[config.mk]
export PLATFORM = sky130hd
export DESIGN_NAME = climate_predictor_mc
export DESIGN_NICKNAME = d
export VERILOG_FILES = /design/src/rtl/climate_pkg.sv /design/src/rtl/climate_mavg_ch.sv /design/src/rtl/climate_predictor_mc.sv
export SDC_FILE = /design/constraint.sdc
export NUM_CORES = 1
export LEC_CHECK = 0
export CORE_UTILIZATION = 55
export DETAILED_ROUTE_END_ITERATION = 8
export PLACE_DENSITY = 0.74
export SLEW_MARGIN = 20
export SYNTH_ARGS = -nofsm -noshare
export SYNTH_HDL_FRONTEND = slang
export SYNTH_SLANG_ARGS = --single-unit
[constraint.sdc]
create_clock -name clk -period 11.4 [get_ports clk]
set_input_delay 1.71 -clock clk [delete_from_list [all_inputs] [get_ports clk]]
set_output_delay 1.71 -clock clk [all_outputs]
set_load 0.1 [all_outputs]
[src/rtl/climate_pkg.sv]
// Shared types and constants for the multi-channel climate predictor.
//   pred_e  : combined weather prediction code
//   trend_e : per-channel trend classification
//   state_e : control FSM states
//   CH_*    : fixed channel roles (temperature, humidity, pressure)
package climate_pkg;

  typedef enum logic [1:0] {
    PRED_SUNNY  = 2'd0,
    PRED_CLOUDY = 2'd1,
    PRED_RAINY  = 2'd2,
    PRED_STORM  = 2'd3
  } pred_e;

  typedef enum logic [1:0] {
    TR_STEADY  = 2'd0,
    TR_RISING  = 2'd1,
    TR_FALLING = 2'd2
  } trend_e;

  typedef enum logic [1:0] {
    ST_ACCUM   = 2'd0,
    ST_COMPUTE = 2'd1,
    ST_EMIT    = 2'd2
  } state_e;

  localparam int unsigned CH_TEMP  = 0;
  localparam int unsigned CH_HUM   = 1;
  localparam int unsigned CH_PRESS = 2;

  // Humidity-high dominates; a falling pressure upgrades rain to storm.
  function automatic pred_e predict(input logic i_hum_hi, input logic i_press_fall);
    if (i_hum_hi && i_press_fall) return PRED_STORM;
    if (i_hum_hi)                 return PRED_RAINY;
    if (i_press_fall)             return PRED_CLOUDY;
    return PRED_SUNNY;
  endfunction

endpackage

[src/rtl/climate_mavg_ch.sv]
// One channel's sliding-window moving average.
//   clk, rst : clock, asynchronous active-high reset
//   i_we     : write one sample into the window
//   i_data   : sample value
//   o_avg    : window sum divided by WIN (truncating)
//   o_full   : WIN samples have been written since reset
module climate_mavg_ch #(
  parameter int unsigned DATA_W = 12,
  parameter int unsigned WIN    = 4
) (
  input  logic              clk,
  input  logic              rst,
  input  logic              i_we,
  input  logic [DATA_W-1:0] i_data,
  output logic [DATA_W-1:0] o_avg,
  output logic              o_full
);

  localparam int unsigned LW     = $clog2(WIN);
  localparam int unsigned SUM_W  = DATA_W + LW;
  localparam int unsigned FILL_W = $clog2(WIN + 1);

  logic [DATA_W-1:0] r_buf [WIN];
  logic [LW-1:0]     r_wptr;
  logic [SUM_W-1:0]  r_sum;
  logic [FILL_W-1:0] r_fill;

  always_ff @(posedge clk or posedge rst) begin
    if (rst) begin
      for (int unsigned i = 0; i < WIN; i++) r_buf[i] <= '0;
      r_wptr <= '0;
      r_sum  <= '0;
      r_fill <= '0;
    end else if (i_we) begin
      // Buffer starts zeroed, so the running sum always equals the
      // buffer contents and the subtraction never underflows overall.
      r_buf[r_wptr] <= i_data;
      r_wptr        <= r_wptr + 1'b1;
      r_sum         <= r_sum + SUM_W'(i_data) - SUM_W'(r_buf[r_wptr]);
      if (r_fill != FILL_W'(WIN)) r_fill <= r_fill + 1'b1;
    end
  end

  assign o_avg  = DATA_W'(r_sum >> LW);
  assign o_full = (r_fill == FILL_W'(WIN));

endmodule

[src/rtl/climate_predictor_mc.sv]
// Multi-channel climate predictor: per-channel moving averages and trends,
// combined into one weather prediction per completed sample round.
//   clk, reset       : clock, asynchronous active-high reset
//   in_valid/ready   : channel-tagged sample stream (in_ch, in_data)
//   cfg_hum_thresh   : humidity average threshold, sampled in COMPUTE
//   out_valid/ready  : prediction stream (out_pred, out_avg, out_trend)
//   err_ch           : sticky, set by a sample with an out-of-range tag
module climate_predictor_mc
  import climate_pkg::*;
#(
  parameter int unsigned NUM_CH    = 3,
  parameter int unsigned DATA_W    = 12,
  parameter int unsigned WIN       = 4,
  parameter int unsigned TREND_TOL = 2,
  parameter int unsigned CH_W      = (NUM_CH > 1) ? $clog2(NUM_CH) : 1
) (
  input  logic                     clk,
  input  logic                     reset,
  input  logic                     in_valid,
  output logic                     in_ready,
  input  logic [CH_W-1:0]          in_ch,
  input  logic [DATA_W-1:0]        in_data,
  input  logic [DATA_W-1:0]        cfg_hum_thresh,
  output logic                     out_valid,
  input  logic                     out_ready,
  output logic [1:0]               out_pred,
  output logic [NUM_CH*DATA_W-1:0] out_avg,
  output logic [NUM_CH*2-1:0]      out_trend,
  output logic                     err_ch
);

  localparam logic signed [DATA_W:0] TOL_S = (DATA_W+1)'(TREND_TOL);

  state_e                   r_state, w_next;
  logic [NUM_CH-1:0]        r_seen;
  logic                     r_first;
  logic                     r_err;
  logic [DATA_W-1:0]        r_prev [NUM_CH];
  logic [NUM_CH*DATA_W-1:0] r_avg;
  logic [NUM_CH*2-1:0]      r_trend;
  pred_e                    r_pred;

  logic                     w_accept;
  logic                     w_ch_ok;
  logic                     w_round_done;
  logic [NUM_CH-1:0]        w_full;
  logic [DATA_W-1:0]        w_avg   [NUM_CH];
  logic signed [DATA_W:0]   w_diff  [NUM_CH];
  trend_e                   w_trend [NUM_CH];
  logic                     w_hum_hi;
  logic                     w_press_fall;
  pred_e                    w_pred;

  assign w_ch_ok      = (32'(in_ch) < NUM_CH);
  assign w_accept     = in_valid & in_ready;
  assign w_round_done = (&r_seen) & (&w_full);

  for (genvar g = 0; g < NUM_CH; g++) begin : g_ch
    climate_mavg_ch #(
      .DATA_W (DATA_W),
      .WIN    (WIN)
    ) u_mavg (
      .clk    (clk),
      .rst    (reset),
      .i_we   (w_accept && w_ch_ok && (in_ch == CH_W'(g))),
      .i_data (in_data),
      .o_avg  (w_avg[g]),
      .o_full (w_full[g])
    );
  end

  always_ff @(posedge clk or posedge reset) begin
    if (reset) r_state <= ST_ACCUM;
    else       r_state <= w_next;
  end

  always_comb begin
    w_next    = r_state;
    in_ready  = 1'b0;
    out_valid = 1'b0;
    case (r_state)
      ST_ACCUM: begin
        in_ready = 1'b1;
        if (w_round_done) w_next = ST_COMPUTE;
      end
      ST_COMPUTE: w_next = ST_EMIT;
      ST_EMIT: begin
        out_valid = 1'b1;
        if (out_ready) w_next = ST_ACCUM;
      end
      default: w_next = ST_ACCUM;
    endcase
  end

  always_comb begin
    for (int unsigned c = 0; c < NUM_CH; c++) begin
      w_diff[c]  = $signed({1'b0, w_avg[c]}) - $signed({1'b0, r_prev[c]});
      w_trend[c] = TR_STEADY;
      if (!r_first) begin
        if (w_diff[c] > TOL_S)       w_trend[c] = TR_RISING;
        else if (w_diff[c] < -TOL_S) w_trend[c] = TR_FALLING;
      end
    end
  end

  assign w_hum_hi     = (w_avg[CH_HUM] >= cfg_hum_thresh);
  assign w_press_fall = (w_trend[CH_PRESS] == TR_FALLING);
  assign w_pred       = predict(w_hum_hi, w_press_fall);

  always_ff @(posedge clk or posedge reset) begin
    if (reset) begin
      r_seen  <= '0;
      r_first <= 1'b1;
      r_err   <= 1'b0;
      r_avg   <= '0;
      r_trend <= '0;
      r_pred  <= PRED_SUNNY;
      for (int unsigned c = 0; c < NUM_CH; c++) r_prev[c] <= '0;
    end else begin
      if (w_accept) begin
        if (w_ch_ok) r_seen[in_ch] <= 1'b1;
        else         r_err         <= 1'b1;
      end
      if (r_state == ST_COMPUTE) begin
        for (int unsigned c = 0; c < NUM_CH; c++) begin
          r_avg[c*DATA_W +: DATA_W] <= w_avg[c];
          r_trend[c*2 +: 2]         <= w_trend[c];
        end
        r_pred <= w_pred;
      end
      if ((r_state == ST_EMIT) && out_ready) begin
        r_seen  <= '0;
        r_first <= 1'b0;
        for (int unsigned c = 0; c < NUM_CH; c++) r_prev[c] <= r_avg[c*DATA_W +: DATA_W];
      end
    end
  end

  assign out_avg   = r_avg;
  assign out_trend = r_trend;
  assign out_pred  = r_pred;
  assign err_ch    = r_err;

endmodule

==> impl_metrics.prom <==
# TYPE chip_impl_metric gauge
chip_impl_metric{name="placedCellCount",unit=""} 2071
chip_impl_metric{name="grtUsageTotal",unit=""} 0.2474
chip_impl_metric{name="finalWeightedCongestion",unit=""} 0.9277
chip_impl_metric{name="antenna_found_initial",unit=""} 0
chip_impl_metric{name="syn-mean-instance-area",unit="um2"} 9.897
chip_impl_metric{name="grt_first_pass_wirelength",unit="um"} 60970
chip_impl_metric{name="routedWlPerCell",unit="um"} 17.26
chip_impl_metric{name="post-route-drc-count",unit=""} 0
chip_impl_metric{name="pre_cts_ws",unit="ns"} 6.322
chip_impl_metric{name="port_buffers",unit=""} 76
chip_impl_metric{name="fin_nets",unit=""} 1891
chip_impl_metric{name="detail_route.vias_per_cell",unit=""} 5.676
chip_impl_metric{name="die_area",unit="um2"} 30660
chip_impl_info{name="reg2reg_to",value="g_ch[1].u_mavg.r_sum[13]$_DFFE_PP0P_"} 1
chip_impl_metric{name="worst_hold_slack",unit="ns"} 0.4766
chip_impl_metric{name="holdBufCountCts",unit=""} 0
chip_impl_metric{name="first_global_vias",unit=""} 12030
chip_impl_metric{name="slew_violations",unit=""} 0
chip_impl_metric{name="postRouteWirelength",unit="um"} 36710
chip_impl_metric{name="core",unit="um2"} 29560
chip_impl_metric{name="yosysWarningCount",unit=""} 0
chip_impl_metric{name="syn_nets",unit=""} 1842
chip_impl_metric{name="reg2reg_setup_slack",unit="ns"} 7.27
chip_impl_metric{name="largest_net_degree_at_the_start_of_global_routing",unit=""} 138
chip_impl_metric{name="io-pin-count",unit=""} 77
chip_impl_info{name="slowest_stage",value="sky130_fd_sc_hd__fa_1"} 1
chip_impl_metric{name="drive_gt1_frac",unit=""} 0.09557
chip_impl_metric{name="timing.fmax",unit="MHz"} 222.3
chip_impl_metric{name="cap_viol_max_count",unit=""} 0
chip_impl_info{name="crit_chain",value="clkdlybuf4s50_1, inv_1, fa_1, inv_1, ha_1, a211oi_1, o21ai_1, a311oi_1, o31ai_1, xnor2_1, nand2_1, xnor2_1"} 1
chip_impl_metric{name="crit_fanout",unit=""} 15
chip_impl_metric{name="area_growth_syn_to_layout",unit="%"} 12.73
chip_impl_metric{name="worst_slew_pin_slew",unit="ns"} 1.007
chip_impl_info{name="worstSetupEndpointType",value="flop"} 1
chip_impl_metric{name="postCtsSetupBuffers",unit=""} 0
chip_impl_metric{name="final.setup_skew",unit="ns"} 0.01045
chip_impl_metric{name="ys_async_sr_fraction",unit=""} 1.000
chip_impl_info{name="root_buffer",value="sky130_fd_sc_hd__clkbuf_16"} 1
chip_impl_metric{name="drt_iter0_markers",unit=""} 738
chip_impl_metric{name="critical_path_required",unit="ns"} 11.83
chip_impl_metric{name="dr_total_vias",unit=""} 12070
chip_impl_metric{name="ctsHtreeMaxLevel",unit=""} 1
chip_impl_info{name="rsz0062_at_grt",value="false"} 1
chip_impl_metric{name="final-hold-violation-count",unit=""} 0
chip_impl_metric{name="synth-edff-count",unit=""} 0
chip_impl_metric{name="grt_overflow",unit=""} 0
chip_impl_metric{name="setup_tns",unit="ns"} 0
chip_impl_info{name="tritoncts_clock_tree",value="built"} 1
chip_impl_info{name="timing_worst_setup_path_type",value="in2reg"} 1
chip_impl_metric{name="cts_sinks",unit=""} 288
chip_impl_metric{name="finalWorstSetupSlack",unit="ns"} 6.902
chip_impl_metric{name="initial_core_util",unit=""} 0.5575
chip_impl_info{name="timing.critical_path.max_delay_family",value="compound AO/OA/AOI/OAI gates"} 1
chip_impl_metric{name="finalWorstPathRequiredPeriod",unit="ns"} 4.498
chip_impl_metric{name="n_antenna_cell",unit=""} 0
chip_impl_metric{name="die_height",unit="um"} 175.1
chip_impl_metric{name="instances_no_fill",unit=""} 2127
chip_impl_info{name="run_status",value="completed"} 1
chip_impl_info{name="hold_class",value="reg2reg"} 1
chip_impl_metric{name="chip_width",unit="um"} 175.1
chip_impl_info{name="holdCritStartpoint",value="g_ch[0].u_mavg.r_buf[17]$_DFFE_PP0P_"} 1
chip_impl_metric{name="std_cell_rows",unit=""} 63
chip_impl_metric{name="cts-root-to-sink-buffers",unit=""} 3
chip_impl_metric{name="clk_pin_slew_worst_paths",unit="ns"} 0.06
chip_impl_metric{name="synthesis.area",unit="um2"} 16480
chip_impl_metric{name="syn_inst",unit=""} 1665
chip_impl_info{name="critical_path.startpoint_type",value="input pin"} 1
chip_impl_metric{name="critical_path.max_stage_delay",unit="ns"} 0.68
chip_impl_info{name="ys.flop_type",value="sky130_fd_sc_hd__dfrtp_1"} 1
chip_impl_metric{name="ff2ff_path_depth",unit=""} 11
chip_impl_info{name="rr_startpoint",value="g_ch[1].u_mavg.r_wptr[0]$_DFFE_PP0P_"} 1
chip_impl_metric{name="drtAntennaViolNets",unit=""} 0
chip_impl_metric{name="ys_ff_latch",unit=""} 288
chip_impl_metric{name="synth_cell_types",unit=""} 76
chip_impl_metric{name="synth-seq-area-share",unit=""} 0.4374
chip_impl_metric{name="setup_viol",unit=""} 0
chip_impl_metric{name="final.period_utilization",unit=""} 0.3946
chip_impl_metric{name="data_arrival_time_of_the_critical_path",unit="ns"} 4.93
chip_impl_metric{name="detailedRoute.firstPassIterationCount",unit=""} 5
chip_impl_metric{name="post_cts.resized_instances",unit=""} 0
chip_impl_metric{name="hpwl",unit="um"} 25940
chip_impl_metric{name="clock_buffers_created_by_tritoncts",unit=""} 31
chip_impl_metric{name="clock_latency",unit="ns"} 0.56
chip_impl_metric{name="timing.slew.headroom",unit=""} 0.3289
chip_impl_metric{name="worst_path_buf_inv",unit=""} 3
chip_impl_info{name="endpoint_of_the_worst_hold_path",value="g_ch[0].u_mavg.r_buf[17]$_DFFE_PP0P_"} 1
chip_impl_metric{name="worst_hold_path.num_cells",unit=""} 2
==> routing by layer <==
| layer | part of all wire | vias to the layer above | global-route usage |
|---|---|---|---|
| li1 | - | 5784 | - |
| met1 | 0.47 | 5925 | 0.3576 |
| met2 | 0.46 | 295 | 0.4015 |
| met3 | 0.046 | 68 | 0.02263 |
| met4 | 0.022 | 0 | 0.06703 |
| met5 | 0 | - | 0 |
==> cells in the mapped netlist, drive strengths merged (16+ instances only) <==
library cell	instances	area, um2
a21oi	52	264.0
clkbuf	61	249.0
dfrtp	287	7182
fa	39	780.8
ha	108	1351
inv	197	739.5
mux2	50	563.0
mux4	36	810.8
nand2	255	957.2
nand3	17	85.08
nor2	39	146.4
nor3	16	80.08
o21a	17	128.9
o21ai	248	1241
xnor2	29	254.0
xor2	24	210.2
==> cell type report <==
type                    count  area (um2)
fillers                  2390       10980
multi-input cells        1109        8245
flip-flops and latches    288        7208
clock buffers              44       874.6
repair buffers             87       847.1
inverters                 197       747.0
well taps                 390       488.0
clock inverters            12       165.2
==> cell families after synthesis <==
logic type | after synthesis | synth area share
buffers and inverters | 268 | 0.06279
XOR/XNOR | 53 | 0.02817
adder cells (fa/ha/maj) | 147 | 0.1294
AO/OA/AOI/OAI | 412 | 0.1470
flip-flops | 288 | 0.4374
AND/OR/NAND/NOR | 410 | 0.1112
multiplexers | 87 | 0.08398
==> cell usage in the layout, fill, tap and decap left out, drive strengths merged, types with 8 or more instances in the layout <==
cell	synthesis	routed
clkbuf	61	44
clkdlybuf4s50	0	76
mux2	50	50
inv	197	197
a211oi	13	13
nor3	16	16
a31oi	9	9
buf	10	11
mux4	36	36
nand2b	12	12
dfrtp	287	287
nor2	39	39
nand3	17	17
o21ai	248	248
xor2	24	24
xnor2	29	29
o21a	17	17
a21o	15	15
nor2b	14	14
ha	108	108
a21oi	52	52
or3	8	8
fa	39	39
nand2	255	255
==> sequential cells by signal, summed over array words and instances, names as in the netlist <==
name                flops
r_prev                 36
g_ch.u_mavg.r_sum      42
g_ch.u_mavg.r_wptr      6
r_seen                  3
g_ch.u_mavg.r_fill      9
out_trend               6
out_pred                2
err_ch                  1
out_avg                36
r_first                 1
g_ch.u_mavg.r_buf     144
r_state                 2
==> how the worst max path moves through the flow <==
stage / to / slack, ns / cells after the start / start
4_1_cts: g_ch[1].u_mavg.r_sum[13]$_DFFE_PP0P_ / 6.92 / 12 / in_data[1]
3_5_place_dp: g_ch[1].u_mavg.r_sum[13]$_DFFE_PP0P_ / 6.32 / 12 / in_data[1]
6_report: g_ch[1].u_mavg.r_sum[13]$_DFFE_PP0P_ / 6.90 / 12 / in_data[1]
3_3_place_gp: g_ch[1].u_mavg.r_sum[13]$_DFFE_PP0P_ / 6.38 / 12 / in_data[1]
2_1_floorplan: err_ch$_DFFE_PP0P_ / 1.74 / 1 / reset
5_1_grt: g_ch[1].u_mavg.r_sum[13]$_DFFE_PP0P_ / 6.70 / 12 / in_data[1]
==> metrics by stage <==
| step | cell area (um2) | utilization |
|---|---|---|
| after floorplan | 16480 | - |
| after global placement | 17530 | 0.5931 |
| after detailed placement | 17530 | 0.5931 |
| after CTS | 18570 | 0.6283 |
| after global routing | 18580 | 0.6284 |
| final | 18580 | 0.6284 |
==> worst reg2reg max path, stage by stage, from the launching register on <==
cell and delay, ns:
sky130_fd_sc_hd__dfrtp_1 1.00, sky130_fd_sc_hd__mux4_2 0.65, sky130_fd_sc_hd__fa_1 0.55, sky130_fd_sc_hd__inv_1 0.06, sky130_fd_sc_hd__ha_1 0.31, sky130_fd_sc_hd__a211oi_1 0.23, sky130_fd_sc_hd__o21ai_1 0.20, sky130_fd_sc_hd__a311oi_1 0.45
sky130_fd_sc_hd__o31ai_1 0.17, sky130_fd_sc_hd__xnor2_1 0.15, sky130_fd_sc_hd__nand2_1 0.09, sky130_fd_sc_hd__xnor2_1 0.14
Power is left out: the tool's default activity adds up to more than one toggle a clock period on the data nets, which glitch-free logic cannot reach.
